## src/rtl/mc_ctrl_fsm_if.sv

```systemverilog
// Control bundle between the multi-cycle sequencer (master) and the IR/datapath side (slave).
interface mc_ctrl_fsm_if;
    logic [5:0] opcode;
    logic [5:0] funct;
    logic       zero;
    logic       overflow;
    logic       mem_ready;
    logic [2:0] status;
    logic       pc_we;
    logic       ir_we;
    logic [1:0] npc_sel;
    logic       reg_we;
    logic [1:0] reg_dst;
    logic [1:0] wd_sel;
    logic       alu_src;
    logic [2:0] alu_op;
    logic [1:0] ext_op;
    logic       dm_re;
    logic       dm_we;
    logic       flag_we;
    logic       err;

    modport master (
        input  opcode, funct, zero, overflow, mem_ready,
        output status, pc_we, ir_we, npc_sel, reg_we, reg_dst, wd_sel,
               alu_src, alu_op, ext_op, dm_re, dm_we, flag_we, err
    );

    modport slave (
        output opcode, funct, zero, overflow, mem_ready,
        input  status, pc_we, ir_we, npc_sel, reg_we, reg_dst, wd_sel,
               alu_src, alu_op, ext_op, dm_re, dm_we, flag_we, err
    );
endinterface

```

## src/rtl/mc_ctrl_fsm.sv

```systemverilog
// Multi-cycle MIPS control sequencer: FETCH/DECODE/EXEC/MEM/WB with DM handshake and wait timeout.
// Optional macro ADDI_OVF_FLAG_EN: addi writes the overflow flag and suppresses its GPR write on overflow.
module mc_ctrl_fsm #(
    parameter int MEM_TIMEOUT = 15,
    parameter int TO_W        = 8
) (
    input  logic          clk,
    input  logic          rst,
    mc_ctrl_fsm_if.master bus
);

    typedef enum logic [2:0] {S0 = 3'd0, S1 = 3'd1, S2 = 3'd2, S3 = 3'd3, S4 = 3'd4, S5 = 3'd5} state_t;
    typedef enum logic [3:0] {
        I_ILL, I_NOP, I_ADDU, I_SUBU, I_SLT, I_JR, I_ORI, I_LUI,
        I_ADDI, I_ADDIU, I_LW, I_SW, I_BEQ, I_J, I_JAL
    } instr_t;

    localparam logic [2:0] ALU_ADD = 3'd0, ALU_SUB = 3'd1, ALU_OR = 3'd2, ALU_SLT = 3'd3, ALU_PASSB = 3'd4;
    localparam logic [1:0] EXT_ZERO = 2'd0, EXT_SIGN = 2'd1, EXT_LUI = 2'd2;
    localparam logic [1:0] NPC_SEQ = 2'd0, NPC_BR = 2'd1, NPC_J = 2'd2, NPC_JR = 2'd3;
    localparam logic [1:0] DST_RT = 2'd0, DST_RD = 2'd1, DST_RA = 2'd2;
    localparam logic [1:0] WD_ALU = 2'd0, WD_DM = 2'd1, WD_PC = 2'd2;

    state_t          state_reg, state_next;
    logic [TO_W-1:0] wait_cnt_reg, wait_cnt_next;
    instr_t          instr;
    logic            timeout;

    logic [2:0] alu_op_d;
    logic       alu_src_d;
    logic [1:0] ext_op_d, reg_dst_d, wd_sel_d;

    logic       pc_we, ir_we, reg_we, alu_src, dm_re, dm_we, flag_we, err;
    logic [1:0] npc_sel, reg_dst, wd_sel, ext_op;
    logic [2:0] alu_op;

    always_ff @(posedge clk) begin
        if (rst) begin
            state_reg    <= S0;
            wait_cnt_reg <= '0;
        end else begin
            state_reg    <= state_next;
            wait_cnt_reg <= wait_cnt_next;
        end
    end

    // IR is stable from S2 onward, so decode straight off opcode/funct.
    always_comb begin
        instr = I_ILL;
        case (bus.opcode)
            6'h00: begin
                case (bus.funct)
                    6'h00:   instr = I_NOP;
                    6'h08:   instr = I_JR;
                    6'h21:   instr = I_ADDU;
                    6'h23:   instr = I_SUBU;
                    6'h2A:   instr = I_SLT;
                    default: instr = I_ILL;
                endcase
            end
            6'h02:   instr = I_J;
            6'h03:   instr = I_JAL;
            6'h04:   instr = I_BEQ;
            6'h08:   instr = I_ADDI;
            6'h09:   instr = I_ADDIU;
            6'h0D:   instr = I_ORI;
            6'h0F:   instr = I_LUI;
            6'h23:   instr = I_LW;
            6'h2B:   instr = I_SW;
            default: instr = I_ILL;
        endcase
    end

    always_comb begin
        alu_op_d  = ALU_ADD;
        alu_src_d = 1'b0;
        ext_op_d  = EXT_ZERO;
        reg_dst_d = DST_RT;
        wd_sel_d  = WD_ALU;
        case (instr)
            I_ADDU:  reg_dst_d = DST_RD;
            I_SUBU:  begin alu_op_d = ALU_SUB; reg_dst_d = DST_RD; end
            I_SLT:   begin alu_op_d = ALU_SLT; reg_dst_d = DST_RD; end
            I_ORI:   begin alu_op_d = ALU_OR;  alu_src_d = 1'b1; end
            I_LUI:   begin alu_op_d = ALU_PASSB; alu_src_d = 1'b1; ext_op_d = EXT_LUI; end
            I_ADDI, I_ADDIU, I_SW: begin alu_src_d = 1'b1; ext_op_d = EXT_SIGN; end
            I_LW:    begin alu_src_d = 1'b1; ext_op_d = EXT_SIGN; wd_sel_d = WD_DM; end
            I_BEQ:   alu_op_d = ALU_SUB;
            default: ;
        endcase
    end

    assign timeout = (wait_cnt_reg == TO_W'(MEM_TIMEOUT));

    always_comb begin
        state_next    = state_reg;
        wait_cnt_next = '0;
        pc_we   = 1'b0;  ir_we   = 1'b0;  npc_sel = NPC_SEQ;
        reg_we  = 1'b0;  reg_dst = DST_RT; wd_sel  = WD_ALU;
        alu_src = 1'b0;  alu_op  = ALU_ADD; ext_op = EXT_ZERO;
        dm_re   = 1'b0;  dm_we   = 1'b0;  flag_we = 1'b0;  err = 1'b0;
        case (state_reg)
            S0: state_next = S1;
            S1: begin
                ir_we      = 1'b1;
                pc_we      = 1'b1;
                state_next = S2;
            end
            S2: begin
                state_next = S1;
                case (instr)
                    I_J:   begin pc_we = 1'b1; npc_sel = NPC_J; end
                    I_JAL: begin
                        pc_we   = 1'b1; npc_sel = NPC_J;
                        reg_we  = 1'b1; reg_dst = DST_RA; wd_sel = WD_PC;
                    end
                    I_JR:  begin pc_we = 1'b1; npc_sel = NPC_JR; end
                    I_NOP: ;
                    I_ILL: err = 1'b1;
                    default: state_next = S3;
                endcase
            end
            S3: begin
                alu_op = alu_op_d; alu_src = alu_src_d; ext_op = ext_op_d;
                if (instr == I_BEQ) begin
                    pc_we      = bus.zero;
                    npc_sel    = NPC_BR;
                    state_next = S1;
                end else if (instr == I_LW || instr == I_SW) begin
                    state_next = S4;
                end else begin
                    state_next = S5;
                end
            end
            S4: begin
                alu_op = alu_op_d; alu_src = alu_src_d; ext_op = ext_op_d;
                // Abort wins over a late mem_ready once the wait budget is spent.
                if (timeout) begin
                    err        = 1'b1;
                    state_next = S1;
                end else begin
                    dm_re = (instr == I_LW);
                    dm_we = (instr == I_SW);
                    if (bus.mem_ready) begin
                        state_next = (instr == I_LW) ? S5 : S1;
                    end else begin
                        wait_cnt_next = wait_cnt_reg + TO_W'(1);
                    end
                end
            end
            S5: begin
                alu_op = alu_op_d; alu_src = alu_src_d; ext_op = ext_op_d;
                reg_we  = 1'b1;
                reg_dst = reg_dst_d;
                wd_sel  = wd_sel_d;
`ifdef ADDI_OVF_FLAG_EN
                if (instr == I_ADDI) begin
                    flag_we = 1'b1;
                    reg_we  = ~bus.overflow;
                end
`endif
                state_next = S1;
            end
            default: state_next = S0;
        endcase
    end

    assign bus.status  = state_reg;
    assign bus.pc_we   = pc_we;
    assign bus.ir_we   = ir_we;
    assign bus.npc_sel = npc_sel;
    assign bus.reg_we  = reg_we;
    assign bus.reg_dst = reg_dst;
    assign bus.wd_sel  = wd_sel;
    assign bus.alu_src = alu_src;
    assign bus.alu_op  = alu_op;
    assign bus.ext_op  = ext_op;
    assign bus.dm_re   = dm_re;
    assign bus.dm_we   = dm_we;
    assign bus.flag_we = flag_we;
    assign bus.err     = err;

endmodule

```

## src/flat_wrapper.sv

```systemverilog
// flat-port wrapper written by rule: the top's interface ports become plain ports
module mc_ctrl_fsm_flat 
#(
    parameter int MEM_TIMEOUT = 15,
    parameter int TO_W        = 8
)
  (clk, rst, bus_opcode, bus_funct, bus_zero, bus_overflow, bus_mem_ready, bus_status, bus_pc_we, bus_ir_we, bus_npc_sel, bus_reg_we, bus_reg_dst, bus_wd_sel, bus_alu_src, bus_alu_op, bus_ext_op, bus_dm_re, bus_dm_we, bus_flag_we, bus_err);
  mc_ctrl_fsm_if bus_i ();
  input  logic clk;
  input  logic rst;
  input wire logic [$bits(bus_i.opcode)-1:0] bus_opcode;
  input wire logic [$bits(bus_i.funct)-1:0] bus_funct;
  input wire logic [$bits(bus_i.zero)-1:0] bus_zero;
  input wire logic [$bits(bus_i.overflow)-1:0] bus_overflow;
  input wire logic [$bits(bus_i.mem_ready)-1:0] bus_mem_ready;
  output wire logic [$bits(bus_i.status)-1:0] bus_status;
  output wire logic [$bits(bus_i.pc_we)-1:0] bus_pc_we;
  output wire logic [$bits(bus_i.ir_we)-1:0] bus_ir_we;
  output wire logic [$bits(bus_i.npc_sel)-1:0] bus_npc_sel;
  output wire logic [$bits(bus_i.reg_we)-1:0] bus_reg_we;
  output wire logic [$bits(bus_i.reg_dst)-1:0] bus_reg_dst;
  output wire logic [$bits(bus_i.wd_sel)-1:0] bus_wd_sel;
  output wire logic [$bits(bus_i.alu_src)-1:0] bus_alu_src;
  output wire logic [$bits(bus_i.alu_op)-1:0] bus_alu_op;
  output wire logic [$bits(bus_i.ext_op)-1:0] bus_ext_op;
  output wire logic [$bits(bus_i.dm_re)-1:0] bus_dm_re;
  output wire logic [$bits(bus_i.dm_we)-1:0] bus_dm_we;
  output wire logic [$bits(bus_i.flag_we)-1:0] bus_flag_we;
  output wire logic [$bits(bus_i.err)-1:0] bus_err;
  assign bus_i.opcode = bus_opcode;
  assign bus_i.funct = bus_funct;
  assign bus_i.zero = bus_zero;
  assign bus_i.overflow = bus_overflow;
  assign bus_i.mem_ready = bus_mem_ready;
  assign bus_status = bus_i.status;
  assign bus_pc_we = bus_i.pc_we;
  assign bus_ir_we = bus_i.ir_we;
  assign bus_npc_sel = bus_i.npc_sel;
  assign bus_reg_we = bus_i.reg_we;
  assign bus_reg_dst = bus_i.reg_dst;
  assign bus_wd_sel = bus_i.wd_sel;
  assign bus_alu_src = bus_i.alu_src;
  assign bus_alu_op = bus_i.alu_op;
  assign bus_ext_op = bus_i.ext_op;
  assign bus_dm_re = bus_i.dm_re;
  assign bus_dm_we = bus_i.dm_we;
  assign bus_flag_we = bus_i.flag_we;
  assign bus_err = bus_i.err;
  mc_ctrl_fsm #(.MEM_TIMEOUT(MEM_TIMEOUT), .TO_W(TO_W)) u_core (.clk(clk), .rst(rst), .bus(bus_i));
endmodule
```

## config.mk

```make
export PLATFORM = sky130hd
export DESIGN_NAME = mc_ctrl_fsm_flat
export DESIGN_NICKNAME = d
export VERILOG_FILES = /design/src/rtl/mc_ctrl_fsm_if.sv /design/src/rtl/mc_ctrl_fsm.sv /design/src/flat_wrapper.sv
export SDC_FILE = /design/constraint.sdc
export NUM_CORES = 1
export LEC_CHECK = 0
export CAP_MARGIN = 0
export CORE_UTILIZATION = 40
export DETAILED_ROUTE_END_ITERATION = 10
export PLACE_DENSITY = 0.85
export SYNTH_ARGS = -nofsm -noshare
export SYNTH_HDL_FRONTEND = slang
export SYNTH_SLANG_ARGS = --single-unit
```

## constraint.sdc

```tcl
create_clock -name clk -period 3 [get_ports clk]
set_input_delay 0.6 -clock clk [delete_from_list [all_inputs] [get_ports clk]]
set_output_delay 0.6 -clock clk [all_outputs]
set_load 0.01 [all_outputs]
```

==> flow_summary.ini <==
[setup_path]
critPathMaxFanout = 4
cp-end-kind = output port
start_kind = input port
critPathLaunch = bus_opcode[2]
r2r-start = u_core.wait_cnt_reg[0]
crit_arrival_ns = 2.49
required_ns = 2.40
ff2ff_setup_slack_ns = 1.12
crit_type = in2out

[hold_path]
worstHoldStart = u_core.wait_cnt_reg[0]
hold_class = reg2reg

[detailed_routing]
antenna_left = 0
drcViolationCount = 0
wl_mm = 4.73
via_per_inst = 6.13
wl_per_cell_um = 20.1
drt_iter0_markers = 86
dr.pass1.iters = 4
wl_met1_mm = 1.86
vias = 1441
met3_length_um = 417
wl_met2_mm = 2.18
top_layer = met4

[synthesis]
synth_fp_nets = 153
synthTopCellsByArea = dfxtp_1 22%, nor2_1 8.1%, xor2_1 5.2%
yosysTopAreaCellShare = 0.216
syn_avg_cell_area_um2 = 7.55
ys_async_sr_fraction = 0
yosys_warnings = 0
synth.distinct_cells = 50
netlist_instances = 135
ys_ff_latch = 11
synth_flop_cell = dfxtp_1
ys_seq_area_frac = 0.216
yosys.area.top_type = dfxtp_1
syn-cell-area_um2 = 1020
synth_edf_count = 0

[global_route]
grt-ovfl-total = 0
antenna_found_initial = 0
grt_pass1_wl_mm = 6.04
grt_max_degree = 12
grt_pass1_vias = 1221
grt_usage = 0.297

[clock_tree]
path_clk_slew_ns = 0.08
numCtsBuffers = 3
htreeDepth = 1
cts_max_path_buffers = 2
clkLatencyLatePin_ns = 0.27
root_buffer = clkbuf_4
clock-sinks = 11
cts_tree = built
cts_hold_buffers = 0

[floorplanning]
coreArea_um2 = 2300
initial_core_util = 0.444
die_height_um = 52.5
die_w_um = 52.5
num_rows = 17
die_area_um2 = 2760
io_pins = 39

[final_layout]
nFillCells = 130
synthToLayoutAreaGrowth_pct = 79.9
diodes = 0
instances_no_fill = 235
largest_reg_flops = 8
final_core_util = 0.798
seqCellArea_um2 = 220
nNetsFinal = 226
drive_gt1_frac = 0.473
multi_input_area_um2 = 922

[power_and_ir_drop]
max-vdd-ir-drop_uv = 325
power-per-cell-area_nw_per_um2 = 239
p_leak_uw = 0.000829

[timing]
setup_ws_ns = -0.0907
maxSlewHeadroom = 0.522
rsz0062_at_grt = yes
finalCritPeriodShare = 1.03
timing.fmax_ghz = 0.324
final_hold_viol_count = 0
finalSetupViolCount = 2
period_needed_ns = 3.09
finClkSkew_ns = 0.00562
drv_slew = 0
worstMarginPinSlew_ns = 0.717

[outcome]
outcome = finished, violations left
failed_checks = negative setup slack

[place]
placed_cells = 218
dp_hpwl_mm = 2.38
gp_congestion = 0.840
portBuffers = 36

[run]
maxCapViolations = 0
-- worst max-delay path: stages --
cell and delay [ns]:
buf_4 0.13, buf_6 0.12, nor4_4 0.34, o211ai_1 0.18, o211a_1 0.23, buf_6 0.15, nor2_2 0.16, a21oi_2 0.07
o32ai_2 0.31, buf_2 0.19
-- layout by cell type (no fill, tap or decap), types with 5 or more instances in the layout --
| cell type | synthesis | final |
|---|---|---|
| buf_6 | 3 | 11 |
| nor2_1 | 22 | 19 |
| buf_4 | 3 | 32 |
| nor3_1 | 6 | 5 |
| buf_2 | 0 | 12 |
| nor4_4 | 0 | 5 |
| clkdlybuf4s50_1 | 0 | 7 |
| dfxtp_1 | 11 | 11 |
| nand2_1 | 10 | 8 |
| dlygate4sd2_1 | 0 | 5 |
-- report_power, final --
group | leakage (µW) | switching, µW | internal, µW
clock network | 0.0000150 | 54.5 | 51.5
logic | 0.000725 | 86.9 | 85.8
registers | 0.0000890 | 9.73 | 149
-- repair_timing --
action,in CTS,in global routing
pin swaps,12,14
resized for setup,105,40
setup endpoints to repair,17,17
setup buffers,9,6
-- per-layer routing --
layer,global-route usage,up-vias
met5,0,-
met4,0.0526,0
met3,0.0609,30
met2,0.511,112
met1,0.382,665
li1,-,634
-- layout make-up --
type | count | share of cell area
Timing Repair Buffer | 76 | 0.338
Multi-Input combinational cell | 113 | 0.503
Clock buffer | 4 | 0.0143
Sequential cell | 11 | 0.120
Inverter | 3 | 0.00614
Tap cell | 28 | 0.0191
-- cell families (layout without fill, tap and decap cells) --
group           after synthesis  count (layout)  share of synthesized area
xor+xnor                      9               9                     0.0773
flops                        11              11                      0.216
buf+inv                      11              83                     0.0748
compound gates               26              26                      0.200
fa+ha+maj                     1               1                     0.0123
mux                           1               1                    0.00982
other cells                   1               1                    0.00368
simple gates                 75              75                      0.406
-- stage by stage --
stage | TNS (ns) | total power [µW] | setup WS [ns] | instance area, µm² | hold slack (ns)
5_1_grt | -0.329 | 456 | -0.127 | 1830 | 0.530
6_report | -0.119 | 438 | -0.0907 | 1830 | 0.529
4_1_cts | -0.198 | 404 | -0.0925 | 1700 | 0.457
3_5_place_dp | -10.53 | 289 | -0.798 | 1550 | 0.446
2_1_floorplan | 0 | 222 | 0.00965 | 1020 | 0.418
3_3_place_gp | -9.71 | 285 | -0.702 | 1550 | 0.427
-- cells in the mapped netlist, drive strengths merged (4+ instances only) --
cell type	n
nor2	22
dfxtp	11
nand2	10
a21oi	6
buf	6
nor3	6
nor4	6
xor2	6
nand2b	5
nand3	5
o211ai	4
-- path summary, 6_finish.rpt --
kind | cells after the start | end
max | 10 | bus_pc_we
min reg2reg | 1 | u_core.wait_cnt_reg[0]
min | 1 | u_core.wait_cnt_reg[0]
max reg2reg | 6 | u_core.wait_cnt_reg[0]
No activity file was read; power rests on OpenSTA's default activity.
